`config.mk`:
```
export PLATFORM = sky130hd
export DESIGN_NAME = ldm_stm_sequencer
export DESIGN_NICKNAME = d
export VERILOG_FILES = /design/src/rtl/ldm_stm_pkg.sv /design/src/rtl/lowest_set_bit16.sv /design/src/rtl/ldm_stm_sequencer.sv
export SDC_FILE = /design/constraint.sdc
export NUM_CORES = 1
export LEC_CHECK = 0
export ABC_AREA = 1
export BUFFER_PORTS_ARGS = -buffer_cell sky130_fd_sc_hd__buf_2
export CAP_MARGIN = 20
export CORE_ASPECT_RATIO = 0.9
export CORE_MARGIN = 1
export CORE_UTILIZATION = 40
export CTS_CLUSTER_DIAMETER = 120
export DETAILED_ROUTE_END_ITERATION = 10
export PLACE_DENSITY = 0.74
export REMOVE_ABC_BUFFERS = 1
export SYNTH_ARGS = -nofsm -noshare
export SYNTH_HDL_FRONTEND = slang
export SYNTH_SLANG_ARGS = --single-unit
```
`constraint.sdc`:
```
create_clock -name clk -period 7.3 [get_ports clk]
set_clock_uncertainty 0.1 [all_clocks]
set_input_delay 0.365 -clock clk [delete_from_list [all_inputs] [get_ports clk]]
set_output_delay 0.365 -clock clk [all_outputs]
set_load 0.1 [all_outputs]
```
`src/rtl/ldm_stm_pkg.sv`:
```
// Shared types and constants for the LDM/STM block-transfer sequencer.
// Contents: FSM state enum, {P,U} addressing-mode encodings, word size, PC number.
// No ports; imported by ldm_stm_sequencer.
package ldm_stm_pkg;

  typedef enum logic [1:0] {
    ST_IDLE,
    ST_XFER,
    ST_WB,
    ST_DONE
  } state_t;

  // Addressing modes as the {P,U} bit pair.
  localparam logic [1:0] MODE_DA = 2'b00;
  localparam logic [1:0] MODE_IA = 2'b01;
  localparam logic [1:0] MODE_DB = 2'b10;
  localparam logic [1:0] MODE_IB = 2'b11;

  localparam int         WORD_BYTES = 4;
  localparam logic [3:0] PC_REG     = 4'd15;

endpackage

```
`src/rtl/lowest_set_bit16.sv`:
```
// Priority encoder: index of the lowest set bit of a 16-bit mask.
// Ports: mask in; index out (0 when mask is empty); valid out (mask nonzero).
// Purely combinational.
module lowest_set_bit16 (
  input  logic [15:0] mask,
  output logic [3:0]  index,
  output logic        valid
);

  // Scan from the top down so the last hit, the lowest bit, wins.
  always_comb begin
    index = '0;
    valid = 1'b0;
    for (int i = 15; i >= 0; i--) begin
      if (mask[i]) begin
        index = 4'(i);
        valid = 1'b1;
      end
    end
  end

endmodule

```
`src/rtl/ldm_stm_sequencer.sv`:
```
// ARM LDM/STM sequencer: walks a register list, one word transfer per mem_ready cycle,
// then an optional base writeback and a one-cycle done pulse.
// Ports: clk/reset; start + instruction fields (is_load, P, U, W, base_reg, base_value,
// reg_list); register-file side (store_data, xfer_reg_addr, reg_write_*, base_write_*,
// pc_load); memory side (mem_req, mem_write, mem_addr, mem_write_data, mem_ready,
// mem_read_data); status (busy, done).
module ldm_stm_sequencer
  import ldm_stm_pkg::*;
#(
  parameter int DATA_WIDTH = 32,
  parameter int REG_COUNT  = 16
) (
  input  logic                  clk,
  input  logic                  reset,
  input  logic                  start,
  input  logic                  is_load,
  input  logic                  pre_index,
  input  logic                  up,
  input  logic                  writeback,
  input  logic [3:0]            base_reg,
  input  logic [DATA_WIDTH-1:0] base_value,
  input  logic [REG_COUNT-1:0]  reg_list,
  input  logic [DATA_WIDTH-1:0] store_data,
  input  logic                  mem_ready,
  input  logic [DATA_WIDTH-1:0] mem_read_data,
  output logic                  busy,
  output logic                  done,
  output logic                  mem_req,
  output logic                  mem_write,
  output logic [DATA_WIDTH-1:0] mem_addr,
  output logic [DATA_WIDTH-1:0] mem_write_data,
  output logic [3:0]            xfer_reg_addr,
  output logic                  reg_write_enable,
  output logic [DATA_WIDTH-1:0] reg_write_data,
  output logic                  base_write_enable,
  output logic [DATA_WIDTH-1:0] base_write_data,
  output logic                  pc_load
);

  localparam int CNT_W = $clog2(REG_COUNT + 1);

  state_t                state, state_next;
  logic                  lat_load;
  logic                  lat_wb_en;
  logic [3:0]            lat_base_reg;
  logic [REG_COUNT-1:0]  remaining_mask;
  logic [DATA_WIDTH-1:0] addr_q;
  logic [DATA_WIDTH-1:0] wb_value;

  logic [3:0]            lsb_idx;
  logic                  lsb_vld;
  logic [CNT_W-1:0]      list_count;
  logic [DATA_WIDTH-1:0] list_bytes;
  logic [DATA_WIDTH-1:0] word_step;
  logic [DATA_WIDTH-1:0] start_addr;
  logic [DATA_WIDTH-1:0] start_wb;
  logic                  last_word;

  lowest_set_bit16 u_lsb (
    .mask  (remaining_mask),
    .index (lsb_idx),
    .valid (lsb_vld)
  );

  // Block geometry computed from the live inputs, used only on the start cycle.
  always_comb begin
    list_count = '0;
    for (int i = 0; i < REG_COUNT; i++) begin
      list_count = list_count + CNT_W'(reg_list[i]);
    end
    word_step  = DATA_WIDTH'(WORD_BYTES);
    list_bytes = DATA_WIDTH'(list_count) * word_step;
    // Registers always ascend in memory, so decrementing modes start at the
    // bottom of the block and still walk upwards.
    case ({pre_index, up})
      MODE_IA: start_addr = base_value;
      MODE_IB: start_addr = base_value + word_step;
      MODE_DA: start_addr = base_value - list_bytes + word_step;
      MODE_DB: start_addr = base_value - list_bytes;
      default: start_addr = base_value;
    endcase
    start_wb = up ? (base_value + list_bytes) : (base_value - list_bytes);
  end

  // Only one bit left means this handshake finishes the list.
  assign last_word = (remaining_mask & (remaining_mask - REG_COUNT'(1))) == '0;

  always_ff @(posedge clk) begin
    if (reset) begin
      state          <= ST_IDLE;
      lat_load       <= 1'b0;
      lat_wb_en      <= 1'b0;
      lat_base_reg   <= '0;
      remaining_mask <= '0;
      addr_q         <= '0;
      wb_value       <= '0;
    end else begin
      state <= state_next;
      if (state == ST_IDLE && start) begin
        lat_load       <= is_load;
        // A load that includes the base keeps the loaded value instead.
        lat_wb_en      <= writeback & ~(is_load & reg_list[base_reg]);
        lat_base_reg   <= base_reg;
        remaining_mask <= reg_list;
        addr_q         <= start_addr;
        wb_value       <= start_wb;
      end else if (state == ST_XFER && mem_ready) begin
        remaining_mask <= remaining_mask & ~(REG_COUNT'(1) << lsb_idx);
        addr_q         <= addr_q + word_step;
      end
    end
  end

  always_comb begin
    state_next        = state;
    busy              = 1'b0;
    done              = 1'b0;
    mem_req           = 1'b0;
    mem_write         = 1'b0;
    mem_addr          = '0;
    xfer_reg_addr     = '0;
    reg_write_enable  = 1'b0;
    base_write_enable = 1'b0;
    base_write_data   = '0;
    pc_load           = 1'b0;
    case (state)
      ST_IDLE: begin
        if (start) begin
          state_next = (reg_list == '0) ? ST_DONE : ST_XFER;
        end
      end
      ST_XFER: begin
        busy          = 1'b1;
        mem_req       = lsb_vld;
        mem_write     = lsb_vld & ~lat_load;
        mem_addr      = addr_q;
        xfer_reg_addr = lsb_idx;
        if (mem_ready) begin
          reg_write_enable = lat_load;
          pc_load          = lat_load && (lsb_idx == PC_REG);
          if (last_word) begin
            state_next = lat_wb_en ? ST_WB : ST_DONE;
          end
        end
      end
      ST_WB: begin
        busy              = 1'b1;
        base_write_enable = 1'b1;
        xfer_reg_addr     = lat_base_reg;
        base_write_data   = wb_value;
        state_next        = ST_DONE;
      end
      ST_DONE: begin
        done       = 1'b1;
        state_next = ST_IDLE;
      end
      default: state_next = ST_IDLE;
    endcase
  end

  assign mem_write_data = store_data;
  assign reg_write_data = mem_read_data;

endmodule

```
# [Yosys cells after proc, flatten, opt, wreduce, memory -nomap -nowiden]
# Cells that the tools add are included.
[totals] reg_bits=88 latch_bits=0 ram_bits=0 rom_bits=0 input_bits=124 elab_cells=116 mem_count=0
[classes] n_addsub=21 multipliers=0 div_mod_pow=0 order_cmp=1 eq_ne=10 shifts=1 muxes=58 bitwise_logic=8 reduce_logical=10
[ops] op="32-bit 2-to-1 mux" n=5
[ops] op="32-bit case mux with 4 select lines" n=1
[ops] op="32-bit by 3-bit adder with 32-bit output, second input constant" n=3
[ops] op="4-bit 2-to-1 mux" n=16
[ops] op="5-bit by 1-bit adder with 5-bit output" n=11
[ops] op="32-bit by 7-bit adder with 32-bit output" n=1
[ops] op="16-bit bitwise AND" n=2
[ops] op="16-bit zero test" n=2
[ops] op="16-bit 2-to-1 mux" n=2
[ops] op="32-bit by 7-bit subtractor with 32-bit output" n=1
[ops] op="1-bit 2-to-1 mux" n=27
[ops] op="16-bit inverter" n=1
[ops] op="1-bit by 4-bit left shift with 16-bit output, first input constant" n=1
[ops] op="16-bit by 1-bit subtractor with 16-bit output, second input constant" n=1
[ops] op="2-bit == test, second input constant" n=4
[ops] op="2-bit 2-to-1 mux" n=4
[ops] op="2-bit case mux with 4 select lines" n=1
[ops] op="4-bit case mux with 2 select lines" n=1
[ops] op="2-bit inequality test, second input constant" n=3
[ops] op="4-bit by 1-bit adder with 5-bit output" n=1
[ops] op="4-bit by 5-bit less-than comparator with 1-bit output, second input constant" n=1
[ops] op="3-bit by 1-bit adder with 4-bit output" n=1
[ops] op="1-bit binary-select mux with 4-bit select" n=1
[ops] op="2-bit by 1-bit == test with 1-bit output, second input constant" n=2
[ops] op="10 further kinds" n=16

# [Depth between registers and ports, before layout]
[logic_depth] word_depth=21 ltp_mapped=34 ltp_nobuf=34

# [Cells and area by module]
# Synthesis repeated with hierarchy kept, for this count alone.
[unflattened] hier_cells=1851 hier_area_um2=10486.3
[by_module_without_submodules] module="ldm_stm_sequencer" n_inst=1 cells_per_inst=1802 area_per_inst_um2=10277.4
[by_module_without_submodules] module="lowest_set_bit16" n_inst=1 cells_per_inst=49 area_per_inst_um2=209.0

# [Worst setup path after synthesis]
# Ideal clock, no wire load.
[synth_timing] path_kind="input to register" from="input port reg_list[0]" to="register addr_q[20]" arrival_ns=5.275 t_required_ns=7.134 slack_ns=1.859 cell_stages=24 path_buffers=0 path_cell_list="inv_1 > fa_1 > fa_1 > fa_1 > fa_1 > inv_1 > ha_1 > fa_1 > fa_1 > o21ai_2 > ha_1 > a21boi_1 > nand3_1 > nor2_2 > nand3_2 > nor2_4 > nand2_4 > nor2_4 > nand2_2 > nand2_1 > nand2_1 > o21ai_1 > nand2_1 > a21oi_2"
[synth_between] elab_chain_cells=19
[synth_lines] item="start: declaration" line_no="ldm_stm_sequencer.sv:22" source="input logic [REG_COUNT-1:0] reg_list,"
[synth_lines] item="1-bit by 1-bit adder with 2-bit output *" line_no="ldm_stm_sequencer.sv:69" source="list_count = list_count + CNT_W'(reg_list[i]);"
[synth_lines] item="2-bit by 1-bit adder with 3-bit output *" line_no="ldm_stm_sequencer.sv:69"
[synth_lines] item="3-bit by 1-bit adder with 4-bit output *" line_no="ldm_stm_sequencer.sv:69"
[synth_lines] item="4-bit by 1-bit adder with 5-bit output *" line_no="ldm_stm_sequencer.sv:69"
[synth_lines] item="5-bit by 1-bit adder with 5-bit output * (11 in series)" line_no="ldm_stm_sequencer.sv:69"
[synth_lines] item="32-bit by 7-bit subtractor with 32-bit output *" line_no="ldm_stm_sequencer.sv:78, ldm_stm_sequencer.sv:79"
[synth_lines] item="32-bit by 3-bit adder with 32-bit output" line_no="ldm_stm_sequencer.sv:78" source="MODE_DA: start_addr = base_value - list_bytes + word_step;"
[synth_lines] item="32-bit case mux with 4 select lines *" line_no="ldm_stm_sequencer.sv:75" source="case ({pre_index, up})"
[synth_lines] item="32-bit 2-to-1 mux *" line_no="ldm_stm_sequencer.sv:99" source="if (state == ST_IDLE && start) begin"
[synth_lines] item="end signal: assignment" line_no="ldm_stm_sequencer.sv:105" source="addr_q <= start_addr;"
[synth_lines] item="end signal: assignment" line_no="ldm_stm_sequencer.sv:109" source="addr_q <= addr_q + word_step;"
[synth_lines] item="end: declaration" line_no="ldm_stm_sequencer.sv:47" source="logic [DATA_WIDTH-1:0] addr_q;"
# Mark *: on every way between the ends. The rest lies on a longest branch, timed or not.
# A chain may end at the register's enable or synchronous reset.

# [Worst setup path in the final report]
[layout_timing] from="input port reg_list[7]" to="register wb_value[31]"
[layout_between] elab_chain_cells=11
[layout_lines] item="5-bit by 1-bit adder with 5-bit output * (9 in series)" line_no="ldm_stm_sequencer.sv:69"
[layout_lines] item="32-bit by 7-bit subtractor with 32-bit output or 32-bit by 7-bit adder with 32-bit output (tied branches)" line_no="ldm_stm_sequencer.sv:82" source="start_wb = up ? (base_value + list_bytes) : (base_value - list_bytes);"
[layout_lines] item="32-bit 2-to-1 mux *" line_no="ldm_stm_sequencer.sv:82"
[layout_lines] item="end signal: assignment" line_no="ldm_stm_sequencer.sv:106" source="wb_value <= start_wb;"
[layout_lines] item="end: declaration" line_no="ldm_stm_sequencer.sv:48" source="logic [DATA_WIDTH-1:0] wb_value;"
# Marked as above.

==> impl_metrics.json <==
{
  "status": "completed",
  "grt_max_degree": 88,
  "area_growth_pct": 6.06,
  "io_buffers": 134,
  "ctsHoldBuffers": 0,
  "postCtsSetupRepairBufs": 0,
  "via_per_inst": 5.56,
  "clock.fmax_mhz": 167,
  "drive_above_1_share_pct": 14.7,
  "hold_end": "lat_wb_en",
  "placed_area_mm2": 0.0110,
  "ys_seq_area_share_pct": 16.6,
  "critPathMaxFanout": 9,
  "yosysWarningCount": 0,
  "pwr-share-comb_pct": 64.7,
  "hold_slack_ns": 0.145,
  "ios": 263,
  "grt_first_pass_wirelength_um": 65600,
  "period_needed_ns": 5.98,
  "placementRows": 56,
  "endpoint_kind": "flip-flop",
  "initial_core_util_pct": 40.7,
  "grt_overflow_total": 0,
  "rsz0062_at_grt": "no",
  "hold_viol": 0,
  "path_clk_slew_ns": 0.08,
  "crit_required_ns": 7.43,
  "power.density_mw_per_mm2": 319,
  "die_w_um": 174,
  "final_antenna_net_count": 0,
  "vias": 12200,
  "final_common_cell": "nand2_1",
  "worstSkewPairLatency_ns": 0.38,
  "rrSetupSlack_ns": 3.64,
  "fin_util_pct": 43.2,
  "grt_pass1_vias": 11000,
  "clockBufferDepth": 2,
  "diodes": 0,
  "first_iter_violations": 1283,
  "cts_htree_levels": 3,
  "finalSetupTns_ns": 0,
  "p_int_mw": 1.49,
  "startpoint_type": "input port",
  "period_share_pct": 81.9,
  "final_cell_count_no_fill": 2189,
  "relSlewSlack_pct": 30.4,
  "ir_drop_mv": 0.238,
  "p_sw_mw": 2.10,
  "numCtsBuffers": 9,
  "dp_slack_ns": 1.06,
  "routed_wl_um": 43200,
  "maxSlewViolCount": 0,
  "tightestPinTransition_ns": 1.04,
  "hold_depth": 3,
  "fill_cells": 2941,
  "die_area_mm2": 0.0272,
  "wire_per_inst_um": 19.7,
  "hp-start": "writeback",
  "reg2reg_from": "state[0]",
  "cts-root-buf": "clkbuf_16",
  "hpwlAfterDp_um": 32400,
  "drcViolationCount": 0,
  "crit_type": "input port to flip-flop",
  "fin_nets": 1999,
  "sw_frac_of_total_pct": 58.5,
  "cp.arrival_ns": 6.10,
  "sequentialPowerShare_pct": 21.7,
  "synth_cell_types": 49,
  "cts_tree": "built",
  "final_cell_mix": "498 x nand2_1, 247 x inv_1, 148 x nor2_1",
  "reg.largest.list": "addr_q x32, wb_value x32, remaining_mask x16",
  "min_path_type": "input port to flip-flop",
  "finalPower_mw": 3.59,
  "max-cap-violations": 0,
  "synthesis.area_mm2": 0.0106,
  "gp_congestion": 0.993,
  "setup-violations-final": 0,
  "stdcell_area_mm2": 0.0112,
  "worst_r2r_endpoint": "wb_value[16]",
  "pwr-share-clk_pct": 13.6,
  "worstRegToRegCells": 9,
  "syn-mean-instance-area_um2": 5.81,
  "coreArea_mm2": 0.0261,
  "grt_usage_pct": 31.6,
  "cts_repair_resize_count": 0,
  "place_inst": 2173,
  "synth-seq-cells": 88,
  "syn_inst": 1827,
  "drt-pass1-iter-count": 6,
  "die_y_um": 156,
  "power.leakage_nw": 5.69,
  "cts_sinks": 88,
  "layout_setup_ws_ns": 1.32,
  "grt_antenna_before_repair": 0
}
[worst max-delay path by stage]
stage | startpoint | to | slack (ns) | depth (start not counted)
5_1_grt | reg_list[0] | wb_value[31] | 1.10 | 25
3_3_place_gp | reg_list[7] | wb_value[31] | 1.15 | 25
2_1_floorplan | reg_list[0] | addr_q[15] | 1.81 | 27
3_5_place_dp | reg_list[7] | wb_value[31] | 1.06 | 25
4_1_cts | reg_list[7] | wb_value[31] | 1.43 | 25
6_report | reg_list[7] | wb_value[31] | 1.32 | 25
[layout make-up]
class                   instances  area, um2  area share, %
well taps                     348        435           3.87
multi-input cells            1336       7030           62.5
repair buffers                142        751           6.67
flip-flops and latches         88       1760           15.7
clock inverters                 7       73.8          0.656
inverters                     259        973           8.65
clock buffers                   9        225           2.00
[per-layer routing]
layer	track usage, %	part of all wire, %	vias up
met2	46.1	41	652
met1	42.7	45	5597
met5	4.71	0.33	-
met4	10.9	3.1	6
met3	10.5	11	68
li1	-	-	5856
[worst max-delay path: stages]
cell,delay [ns]
buf_2,0.13
inv_1,0.09
fa_1,0.53
fa_1,0.44
fa_1,0.48
fa_1,0.49
inv_1,0.04
ha_1,0.20
fa_1,0.40
xor2_1,0.20
ha_1,0.58
nand3_1,0.18
nand2_1,0.11
nand2_1,0.07
nand2_1,0.07
a21oi_1,0.12
nor2_1,0.29
nand2_1,0.27
nor2_4,0.23
nand2_1,0.12
nor2_1,0.18
nand3_1,0.13
xor2_1,0.16
o21ai_1,0.13
a21oi_1,0.08
[kinds of logic (layout without fill, tap and decap cells)]
| kind of cell | after synthesis | in the layout | share of synthesized area (%) |
|---|---|---|---|
| xor gates and xnor gates | 29 | 29 | 2.39 |
| DFF | 88 | 88 | 16.6 |
| adders and majority gates | 39 | 39 | 5.45 |
| and+or+nand+nor | 948 | 948 | 40.9 |
| buffers and inverters | 403 | 417 | 17.2 |
| AOI/OAI and AO/OA | 320 | 320 | 17.5 |
[power by group through the flow]
stage	combinational [mW]	clock, mW	sequential, mW
finish	2.32	0.488	0.778
global route	2.54	0.517	0.799
CTS	2.30	0.494	0.773
detailed placement	2.29	0	0.782
global placement	2.26	0	0.777
floorplan	1.79	0	0.739
[synthesized netlist by cell type (all sizes together)]
library cell | n | share of area, %
and2 | 3 | 0.18
a21boi | 2 | 0.14
xor2 | 24 | 2.0
dfxtp | 88 | 17
o311ai | 2 | 0.17
buf | 92 | 6.1
o221ai | 1 | 0.083
o31ai | 3 | 0.21
a21oi | 112 | 5.6
a41oi | 1 | 0.083
nand2 | 535 | 20
a211o | 1 | 0.083
clkbuf | 52 | 1.8
nor2 | 179 | 8.1
nor4 | 7 | 0.41
nand3 | 158 | 8.3
ha | 27 | 3.2
inv | 256 | 9.1
xnor2 | 5 | 0.41
o21bai | 5 | 0.35
clkinv | 3 | 0.12
fa | 12 | 2.3
a211oi | 1 | 0.071
a221oi | 3 | 0.25
nand4 | 34 | 2.0
a311o | 1 | 0.094
o211ai | 43 | 3.0
or2 | 5 | 0.29
a31oi | 29 | 1.7
nor3 | 27 | 1.4
o21ai | 116 | 5.6
(Power assumes the default switching activity.)
